File: src/rtl/ulpb_pkg.sv
`default_nettype none
// ============================================================================
// Module      : ulpb_pkg
// Description : Shared definitions for the ULPB node receive path. Holds the
//               receive FSM state encodings, the broadcast address, the
//               payload FIFO entry width ({sof, byte}), and a ceiling-log2
//               helper used for counter and pointer sizing.
// Revision    : 1.0 - initial release
// ============================================================================
package ulpb_pkg;

    typedef enum logic [2:0] {
        ST_IDLE  = 3'd0,
        ST_START = 3'd1,
        ST_ADDR  = 3'd2,
        ST_DATA  = 3'd3,
        ST_DROP  = 3'd4
    } ulpb_state_e;

    // All-ones address; only the low ADDR_WIDTH bits are compared
    localparam logic [7:0] c_bcast_addr = 8'hFF;

    // FIFO entry: {sof, payload byte}
    localparam int c_fifo_width = 9;

    // Ceiling log2; returns 0 for values of 0 or 1
    function automatic int log2(input int value);
        int result;
        result = 0;
        for (int i = 0; i < 31; i++) begin
            if ((1 << i) < value) begin
                result = i + 1;
            end
        end
        return result;
    endfunction

endpackage
`default_nettype wire

File: src/rtl/ulpb_rx_fifo.sv
`default_nettype none
// ============================================================================
// Module      : ulpb_rx_fifo
// Description : Synchronous FIFO with registered storage and count. Push and
//               pop in the same cycle are both honoured, including when
//               full. There is no empty bypass: a byte pushed into an empty
//               FIFO is visible on o_dout the following cycle.
// Ports       : clk, rst (async, active-high)
//               i_push/i_din  - write request and data
//               i_pop         - read request (ignored when empty)
//               o_dout        - head entry
//               o_full/o_empty/o_count - occupancy status
// Revision    : 1.0 - initial release
// ============================================================================
module ulpb_rx_fifo
    import ulpb_pkg::*;
#(
    parameter int DEPTH = 4,
    parameter int WIDTH = 9
) (
    input  logic                 clk,
    input  logic                 rst,
    input  logic                 i_push,
    input  logic [WIDTH-1:0]     i_din,
    input  logic                 i_pop,
    output logic [WIDTH-1:0]     o_dout,
    output logic                 o_full,
    output logic                 o_empty,
    output logic [log2(DEPTH):0] o_count
);

    localparam int                  c_ptr_w = log2(DEPTH);
    localparam logic [c_ptr_w:0]    c_depth = (c_ptr_w + 1)'(DEPTH);

    logic [WIDTH-1:0]   r_mem [DEPTH];
    logic [c_ptr_w-1:0] r_wr_ptr;
    logic [c_ptr_w-1:0] r_rd_ptr;
    logic [c_ptr_w:0]   r_count;
    logic               w_rd;
    logic               w_wr;

    assign w_rd = i_pop && (r_count != '0);
    // A simultaneous pop frees the slot, so a full FIFO still accepts
    assign w_wr = i_push && ((r_count != c_depth) || w_rd);

    always_ff @(posedge clk or posedge rst) begin
        if (rst) begin
            for (int i = 0; i < DEPTH; i++) begin
                r_mem[i] <= '0;
            end
            r_wr_ptr <= '0;
            r_rd_ptr <= '0;
            r_count  <= '0;
        end else begin
            if (w_wr) begin
                r_mem[r_wr_ptr] <= i_din;
                r_wr_ptr        <= r_wr_ptr + 1'b1;
            end
            if (w_rd) begin
                r_rd_ptr <= r_rd_ptr + 1'b1;
            end
            case ({w_wr, w_rd})
                2'b10:   r_count <= r_count + 1'b1;
                2'b01:   r_count <= r_count - 1'b1;
                default: r_count <= r_count;
            endcase
        end
    end

    assign o_dout  = r_mem[r_rd_ptr];
    assign o_full  = (r_count == c_depth);
    assign o_empty = (r_count == '0);
    assign o_count = r_count;

endmodule
`default_nettype wire

File: src/rtl/ulpb_node_rx.sv
`default_nettype none
// ============================================================================
// Module      : ulpb_node_rx
// Description : Per-node ULPB receive front end. Oversamples the upstream
//               bus clock and data with CLK, tracks frames, filters on the
//               destination address and queues accepted payload bytes in a
//               small FIFO. Reports done/error at end of an accepted frame.
//               Ring data is forwarded combinationally on BUS_DOUT.
// Ports       : CLK, RESET (async, active-high)
//               BUS_CLK_IN, BUS_DIN - asynchronous bus inputs
//               BUS_DOUT            - ring forward of BUS_DIN
//               RX_DATA, RX_SOF, RX_VALID, RX_READY - payload stream
//               RX_DONE, RX_ERR     - end-of-frame status (ERR qualified
//                                     by DONE)
// Config      : define ULPB_RX_BCAST_EN to also accept the all-ones address
// Revision    : 1.0 - initial release
// ============================================================================
module ulpb_node_rx
    import ulpb_pkg::*;
#(
    parameter logic [7:0] NODE_ADDR    = 8'h01,
    parameter int         ADDR_WIDTH   = 8,
    parameter int         IDLE_TIMEOUT = 16,
    parameter int         FIFO_DEPTH   = 4
) (
    input  logic       CLK,
    input  logic       RESET,
    input  logic       BUS_CLK_IN,
    input  logic       BUS_DIN,
    output logic       BUS_DOUT,
    output logic [7:0] RX_DATA,
    output logic       RX_SOF,
    output logic       RX_VALID,
    input  logic       RX_READY,
    output logic       RX_DONE,
    output logic       RX_ERR
);

    localparam int                  c_tmo_w    = log2(IDLE_TIMEOUT) + 1;
    localparam logic [c_tmo_w-1:0]  c_tmo_last = c_tmo_w'(IDLE_TIMEOUT - 1);
    localparam logic [3:0]          c_addr_last = 4'(ADDR_WIDTH - 1);
    localparam int                  c_cnt_w    = log2(FIFO_DEPTH) + 1;

    // ------------------------------------------------------------------
    // Synchronizers and edge detection
    // ------------------------------------------------------------------
    logic r_bclk_s1, r_bclk_s2, r_bclk_h;
    logic r_din_s1,  r_din_s2,  r_din_h;
    logic w_bclk_rise, w_bclk_fall, w_din_fall;

    // Reset to 0 so that a low pin after reset can never look like a fall
    always_ff @(posedge CLK or posedge RESET) begin
        if (RESET) begin
            r_bclk_s1 <= 1'b0;
            r_bclk_s2 <= 1'b0;
            r_bclk_h  <= 1'b0;
            r_din_s1  <= 1'b0;
            r_din_s2  <= 1'b0;
            r_din_h   <= 1'b0;
        end else begin
            r_bclk_s1 <= BUS_CLK_IN;
            r_bclk_s2 <= r_bclk_s1;
            r_bclk_h  <= r_bclk_s2;
            r_din_s1  <= BUS_DIN;
            r_din_s2  <= r_din_s1;
            r_din_h   <= r_din_s2;
        end
    end

    assign w_bclk_rise = r_bclk_s2 & ~r_bclk_h;
    assign w_bclk_fall = ~r_bclk_s2 & r_bclk_h;
    assign w_din_fall  = ~r_din_s2 & r_din_h;

    // ------------------------------------------------------------------
    // Frame tracking state
    // ------------------------------------------------------------------
    ulpb_state_e        r_state;
    ulpb_state_e        w_state_nxt;
    logic [c_tmo_w-1:0] r_tmo;
    logic [3:0]         r_bitcnt;
    logic [7:0]         r_shift;
    logic [7:0]         w_shift_nxt;
    logic               w_tmo_hit;
    logic               w_addr_last;
    logic               w_byte_done;
    logic               w_start;
    logic               w_node_match;
    logic               w_bcast_match;
    logic               w_addr_match;

    assign w_shift_nxt   = {r_shift[6:0], r_din_s2};
    assign w_tmo_hit     = (r_state != ST_IDLE) && (r_tmo == c_tmo_last);
    assign w_addr_last   = (r_state == ST_ADDR) && w_bclk_rise && (r_bitcnt == c_addr_last);
    assign w_byte_done   = (r_state == ST_DATA) && w_bclk_rise && (r_bitcnt == 4'd7);
    assign w_start       = (r_state == ST_IDLE) && (w_state_nxt == ST_START);
    assign w_node_match  = (w_shift_nxt[ADDR_WIDTH-1:0] == NODE_ADDR[ADDR_WIDTH-1:0]);
    assign w_bcast_match = (w_shift_nxt[ADDR_WIDTH-1:0] == c_bcast_addr[ADDR_WIDTH-1:0]);

`ifdef ULPB_RX_BCAST_EN
    assign w_addr_match = w_node_match | w_bcast_match;
`else
    assign w_addr_match = w_node_match;
    logic w_unused_bcast;
    assign w_unused_bcast = w_bcast_match;
`endif

    always_ff @(posedge CLK or posedge RESET) begin
        if (RESET) begin
            r_state <= ST_IDLE;
        end else begin
            r_state <= w_state_nxt;
        end
    end

    always_comb begin
        w_state_nxt = r_state;
        case (r_state)
            ST_IDLE: begin
                if (w_din_fall && r_bclk_s2) begin
                    w_state_nxt = ST_START;
                end
            end
            ST_START: begin
                if (w_tmo_hit) begin
                    w_state_nxt = ST_IDLE;
                end else if (w_bclk_rise) begin
                    // Arbitration bit is consumed without being stored
                    w_state_nxt = ST_ADDR;
                end
            end
            ST_ADDR: begin
                if (w_tmo_hit) begin
                    w_state_nxt = ST_IDLE;
                end else if (w_addr_last) begin
                    w_state_nxt = w_addr_match ? ST_DATA : ST_DROP;
                end
            end
            ST_DATA, ST_DROP: begin
                if (w_tmo_hit) begin
                    w_state_nxt = ST_IDLE;
                end
            end
            default: w_state_nxt = ST_IDLE;
        endcase
    end

    // ------------------------------------------------------------------
    // Counters, shifter and push/status generation
    // ------------------------------------------------------------------
    logic               r_push;
    logic [8:0]         r_push_data;
    logic               r_first;
    logic               r_ovf;
    logic               r_done;
    logic               r_err;
    logic [8:0]         w_fifo_dout;
    logic               w_fifo_full;
    logic               w_fifo_empty;
    logic [c_cnt_w-1:0] w_fifo_count;
    logic               w_pop;
    logic               w_ovf_set;

    assign w_pop     = RX_READY && !w_fifo_empty;
    assign w_ovf_set = r_push && w_fifo_full && !w_pop;

    always_ff @(posedge CLK or posedge RESET) begin
        if (RESET) begin
            r_tmo       <= '0;
            r_bitcnt    <= '0;
            r_shift     <= '0;
            r_push      <= 1'b0;
            r_push_data <= '0;
            r_first     <= 1'b0;
            r_ovf       <= 1'b0;
            r_done      <= 1'b0;
            r_err       <= 1'b0;
        end else begin
            // Any bus-clock edge proves the frame is still alive
            if ((r_state == ST_IDLE) || w_tmo_hit || w_bclk_rise || w_bclk_fall) begin
                r_tmo <= '0;
            end else begin
                r_tmo <= r_tmo + 1'b1;
            end

            case (r_state)
                ST_ADDR: begin
                    if (w_bclk_rise) begin
                        r_bitcnt <= w_addr_last ? 4'd0 : r_bitcnt + 4'd1;
                    end
                end
                ST_DATA: begin
                    if (w_bclk_rise) begin
                        r_bitcnt <= (r_bitcnt == 4'd7) ? 4'd0 : r_bitcnt + 4'd1;
                    end
                end
                default: r_bitcnt <= 4'd0;
            endcase

            if (((r_state == ST_ADDR) || (r_state == ST_DATA)) && w_bclk_rise) begin
                r_shift <= w_shift_nxt;
            end

            r_push      <= w_byte_done;
            r_push_data <= {r_first, w_shift_nxt};

            if (w_start) begin
                r_first <= 1'b1;
            end else if (w_byte_done) begin
                r_first <= 1'b0;
            end

            if (w_start) begin
                r_ovf <= 1'b0;
            end else if (w_ovf_set) begin
                r_ovf <= 1'b1;
            end

            r_done <= w_tmo_hit && (r_state == ST_DATA);
            r_err  <= w_tmo_hit && (r_state == ST_DATA)
                      && ((r_bitcnt != 4'd0) || r_ovf || w_ovf_set);
        end
    end

    // ------------------------------------------------------------------
    // Payload FIFO
    // ------------------------------------------------------------------
    ulpb_rx_fifo #(
        .DEPTH (FIFO_DEPTH),
        .WIDTH (c_fifo_width)
    ) u_fifo (
        .clk     (CLK),
        .rst     (RESET),
        .i_push  (r_push),
        .i_din   (r_push_data),
        .i_pop   (w_pop),
        .o_dout  (w_fifo_dout),
        .o_full  (w_fifo_full),
        .o_empty (w_fifo_empty),
        .o_count (w_fifo_count)
    );

    assign BUS_DOUT = BUS_DIN;
    assign RX_DATA  = w_fifo_dout[7:0];
    assign RX_SOF   = w_fifo_dout[8];
    assign RX_VALID = (w_fifo_count != '0);
    assign RX_DONE  = r_done;
    assign RX_ERR   = r_err;

endmodule
`default_nettype wire

File: config.mk
export PLATFORM = sky130hd
export DESIGN_NAME = ulpb_node_rx
export DESIGN_NICKNAME = d
export VERILOG_FILES = /design/src/rtl/ulpb_pkg.sv /design/src/rtl/ulpb_rx_fifo.sv /design/src/rtl/ulpb_node_rx.sv
export SDC_FILE = /design/constraint.sdc
export NUM_CORES = 1
export LEC_CHECK = 0
export CAP_MARGIN = 20
export CORE_MARGIN = 2
export CORE_UTILIZATION = 54
export CTS_CLUSTER_DIAMETER = 40
export CTS_CLUSTER_SIZE = 20
export DETAILED_ROUTE_END_ITERATION = 10
export PLACE_DENSITY = 0.84
export SYNTH_ARGS = -nofsm -noshare
export SYNTH_HDL_FRONTEND = slang
export SYNTH_SLANG_ARGS = --single-unit
export TNS_END_PERCENT = 100
File: constraint.sdc
create_clock -name CLK -period 2.8 [get_ports CLK]
set_clock_uncertainty 0.2 [all_clocks]
set_input_delay 0.56 -clock CLK [delete_from_list [all_inputs] [get_ports CLK]]
set_output_delay 0.56 -clock CLK [all_outputs]
set_load 0.03 [all_outputs]
## Yosys cells after proc, flatten, opt, wreduce, memory -nomap -nowiden

Cells that the tools add are included.

- Bits of input ports: 5
- Output and inout bits: 13
- Register bits after elaboration: 82

- Reductions and logical operators: 35
- Bitwise gates (word level): 8
- Magnitude comparators: 3
- Multiplexer cells: 25
- Eq/ne operators: 14
- $add $sub $neg: 6

Operator list:

| operator | count |
|---|---|
| $bwmux W36 | 1 |
| $mux W9 | 3 |
| $mux W3 | 7 |
| $bmux W9 S2 | 1 |
| $demux W9 S2 | 1 |
| $logic_and A1 B1 Y1 | 16 |
| $mux W4 | 4 |
| $pmux W3 S4 | 1 |
| $eq A8 B1 Y1 const B | 1 |
| $pmux W4 S2 | 1 |
| $logic_or A1 B1 Y1 | 7 |
| $eq A3 B1 Y1 const B | 2 |
| $eq A3 B2 Y1 const B | 2 |
| $eq A3 B3 Y1 const B | 2 |
| $ge A3 B3 Y1 const B | 2 |
| $logic_not A3 Y1 | 2 |
| $not A2 Y3 | 2 |
| $pmux W3 S2 | 1 |
| $reduce_bool A2 Y1 | 3 |
| $reduce_bool A3 Y1 | 2 |
| $add A5 B1 Y5 const B | 1 |
| $eq A5 B4 Y1 const B | 1 |
| $mux W5 | 1 |
| $add A2 B1 Y2 const B | 2 |
| other kinds (16) | 25 |

## Depth between registers and ports, before layout

- Word-level depth: 10
- Gate-level depth with buffers: 10

## Cells and area by module

From an unflattened synthesis, not the netlist that was laid out.

- Cell total of the unflattened synthesis: 250
- Area total of the unflattened synthesis: 3565.9 sq um

By module, submodules not included:

| module | times used | seq. area each (sq um) | cells each | area each (sq um) |
|---|---|---|---|---|
| ulpb_rx_fifo | 1 | 1076.0 | 135 | 2074.5 |
| ulpb_node_rx | 1 | 950.9 | 115 | 1491.4 |

## Worst setup path before layout

No wires, ideal clock.

- Path type: input to register
- Start point: input port RX_READY
- End point: register u_fifo.r_count[2], in the netlist u_fifo.o_count[2]
- Arrival time: 2069 ps
- Library setup time: 79 ps
- Data required time: 2521 ps
- Slack: 451 ps
- Cell stages on the path: 10
- Cells stage by stage: nor4b_2 -> nor2b_1 -> buf_6 -> inv_1 -> ha_1 -> inv_1 -> fa_1 -> xor2_1 -> nor2_1 -> xor2_1

- Cells in the longest elaborated chain, start to end: 6
- Elaborated cells between the ends (all ways): 8
- Those cells by class: eq/ne (2); mux (1); reduce/logical (5)

RTL lines:

| item | RTL line | source |
|---|---|---|
| from (decl) | ulpb_node_rx.sv:34 | `input logic RX_READY,` |
| $logic_and A1 B1 Y1 * | ulpb_node_rx.sv:163 | `assign w_pop = RX_READY && !w_fifo_empty;` |
| $logic_and A1 B1 Y1 * | ulpb_rx_fifo.sv:42 | `assign w_rd = i_pop && (r_count != '0);` |
| $logic_or A1 B1 Y1 | ulpb_rx_fifo.sv:44 | `assign w_wr = i_push && ((r_count != c_depth) \|\| w_rd);` |
| $logic_and A1 B1 Y1 | ulpb_rx_fifo.sv:44 |  |
| $eq A2 B1 Y1 / $eq A2 B2 Y1 (equally long branches) | ulpb_rx_fifo.sv:62 | `case ({w_wr, w_rd})` |
| $pmux W3 S2 / $reduce_bool A2 Y1 (equally long branches) | -- |  |
| to (signal assigned) | ulpb_rx_fifo.sv:63 | `2'b10: r_count <= r_count + 1'b1;` |
| to (signal assigned) | ulpb_rx_fifo.sv:64 | `2'b01: r_count <= r_count - 1'b1;` |
| to (signal assigned) | ulpb_rx_fifo.sv:65 | `default: r_count <= r_count;` |
| to (decl) | ulpb_rx_fifo.sv:38 | `logic [c_ptr_w:0] r_count;` |

Every way passes the cells marked *; elsewhere a longest branch is shown, timed or not.
A chain may end at the register's enable or synchronous reset.

## Worst setup path in the final report

- Start point: register u_fifo.r_count[2], in the netlist u_fifo.o_count[2]
- End point: output port RX_VALID

- Cells in the longest elaborated chain, start to end: 1

RTL lines:

| item | RTL line | source |
|---|---|---|
| $reduce_bool A3 Y1 | ulpb_node_rx.sv:245 | `assign RX_VALID = (w_fifo_count != '0);` |
| to (decl) | ulpb_node_rx.sv:33 | `output logic RX_VALID,` |

No other way between the ends.

==> results.md <==
- IO buf count: 17
- Inst Count DP: approximately 330
- Clock sink total: 81
- Die extent in y: 85.63 µm
- Count of final max-slew check failures: 0
- Worst EP arrival: 1.86 ns
- Kind of critical path: flip-flop to primary output
- Clock network latency to the later pin of the worst-skew pair: 0.34 ns
- Leak Pwr: 2.036 nW
- Setup slack of the critical path after layout: 0.1820 ns
- Cell with the largest stage delay on the worst path: clkdlybuf4s50_1
- Post-CTS setup buffer count: 0
- Share of flip-flops with an asynchronous set or reset after synthesis: 100.0%
- TritonCTS Buffers: 9
- Number of H-tree levels: 3
- Area share of the largest cell type after synthesis: 56.33%
- Global-route wire length before repair: 10.08 mm
- Dominant combinational cell family by area after synthesis: multiplexers
- Largest voltage drop on the vdd net: 392.8 µV
- Core region area: around 6400 µm²
- Main flop type after synthesis: dfrtp_1
- CTS clock-pin slew for the worst setup and hold paths: 0.08 ns
- Most frequently used cell type in the post-synthesis netlist: dfrtp_1
- Mux contribution to synthesized area: 23.12%
- Total half-perimeter wirelength after legalization and detailed placement: 3.920 mm
- Net count after synthesis: 254
- Biggest cell delay along the critical path: 0.61 ns
- Number of detailed-routing iterations run before antenna repair: 4
- Post-Synthesis Cell Area: ~3600 µm²
- Sum of negative setup slack: 0 ns
- Overall routing resource usage: between 10% and 20%
- Layout overhead on the synthesized area: 12.83%
- Placer's final routability congestion estimate: 0.7921
- Crit path max-delay family: buffers and inverters
- Number of warnings issued by yosys: 0
- Final Non-Filler Cells: 347
- Clock tree root buffer cell: clkbuf_8
- Complex-gate fraction of the synthesized area: 2.538%
- Post-synth top area cell: dfrtp_1
- Pre-CTS WS: 0.04878 ns
- Number of fill cells in the layout: 467
- Via count of the first global-routing pass: between 2000 and 2500
- Outcome: complete, no violations
- Hold violation count in the final report: 0
- Proportion of layout cells with a drive suffix above 1: 30.00%
- Final Routed Wirelength: around 5.6 mm
- Power after layout: 2.868 mW
- # rows: 29
- Unrepaired setup endpoints after global routing: no
- CTS hold repair buffers: 0
- Area occupied by multi-input gates: 1489 µm²
- Clock Path Buffers: 2
- # IOs: 18
- Post-detailed-route count of antenna-violating nets: 0
- Simple-Gate Fraction of Synth Area: 9.771%
- Setup crit start kind: flip-flop
- Maximum fanout along the worst path: 3
- Cell-by-cell listing of the critical path: or3_2 -> clkdlybuf4s50_1
- Count of vias placed by the detailed router: 1900
- Post-route worst hold slack: 0.1527 ns
- Cell types with the largest area share after synthesis: dfrtp_1 56%, mux2_4 15%, mux4_2 5.6%
- TritonCTS clock tree: built
- DRC violation count after routing: 0
- Max-cap violations: 0
- Most frequent cells after synthesis: 81 x dfrtp_1, 36 x mux2_4, 13 x inv_1
- Layout Cell Area excl Fill: 4060 µm²
- Initial standard-cell utilization of the core: 56.35%
- First DRT Iteration DRCs: 101
- Slew at the pin closest to its max-slew limit: roughly 0.56 ns
- Count of nets after finishing: 281
- Slew margin rel.: 62.38%
- Tightest Hold Check Type: flip-flop to flip-flop
- Crit path capture type: primary output
- Register area share after synthesis: about 56%
- Final core utilization: 63.58%
- Cts repair resizes: 9
- Buffers and inverters on the worst path: 1
- Grt ovf: 0
- Post-synthesis register bit count: 81
- Average size of a mapped cell: roughly 15 µm²
- Cell Area, Placed: slightly below 4000 µm²
- Count of antenna diodes in the layout: 0
- Via density: about 5.5
- Critical path data required time: 2.04 ns
- Post-synthesis adder-cell area fraction: 3.686%
- Chip Width: 85.63 µm
- Highest achievable clock rate: 0.3820 GHz
- Pwr/cell area: 706.5 nW/µm²
- Minimum clock period: 2.618 ns
- Setup violations, final: 0
- Area taken by flip-flops and latches: roughly 2000 µm²
- Netlist cell types: 39
- Largest net degree at the start of global routing: 31
- Die ar.: 7333 µm²
- Number of antenna violations at the first check in global routing: 0
- Share of the clock period used by the worst path after layout: ~93%
- Post-synthesis cell count: between 200 and 250
- Routed len/inst: approximately 16 µm
- Post-synth EDFFs: 0
- XOR/XNOR Fraction of Synth Area: roughly 2.2%
[layer usage]
metal,global-route usage [%],share of wire (%),vias up
li1,-,-,887
met1,24.18,47,976
met2,27.84,48,25
met3,3.657,2.6,12
met4,9.091,2.5,0
met5,0,0,-
[logic make-up after synthesis]
group,count (synthesis)
compound gates,16
fa+ha+maj,10
simple gates,51
buf+inv,19
xor+xnor,9
flops,81
mux,53
[power by group]
group	switching, mW	total, mW	internal (mW)
registers	0.247	1.61	1.37
clock network	0.378	0.713	0.335
logic	0.245	0.543	0.298
total	0.870	2.87	2.00
[state kept, by name (all words and copies together) (netlist names), 3 cells and up]
signal,cells
r_shift,7
r_push_data,9
r_bitcnt,4
r_tmo,5
u_fifo.o_count,3
r_state,3
u_fifo.r_mem,36
[path summary, 6_finish.rpt]
path | startpoint | end | slack, ns | cells past startpoint
min reg2reg | r_bclk_s1 | r_bclk_s2 | 0.15 | 0
max reg2reg | u_fifo.o_count[1] | u_fifo.o_count[2] | 0.62 | 9
min in group asynchronous | RESET | u_fifo.r_wr_ptr[0] | 0.42 | 2
max | u_fifo.o_count[2] | RX_VALID | 0.18 | 2
max in group asynchronous | RESET | u_fifo.r_mem[20] | 1.47 | 3
min | r_bclk_s1 | r_bclk_s2 | 0.15 | 0
[placed cells by master, fill, tap and decap left out, drive strengths merged, types with 5 or more instances in the layout]
cell type	instances
a21oi	6
buf	5
clkbuf	11
clkdlybuf4s50	8
dfrtp	81
dlygate4sd2	9
ha	9
inv	12
mux2	43
mux4	9
nand2	10
nor2	12
nor2b	6
o21ai	5
xor2	5
[final cells by class]
| type | count | area share (%) |
|---|---|---|
| multi-input combinational | 139 | 36.67 |
| sequential | 81 | 49.92 |
| clock inverter | 4 | 0.4931 |
| tap | 77 | 2.373 |
| inverter | 13 | 1.294 |
| clock buffer | 11 | 3.482 |
| timing repair buffer | 22 | 5.763 |
Power figures use the tool's default switching activity.
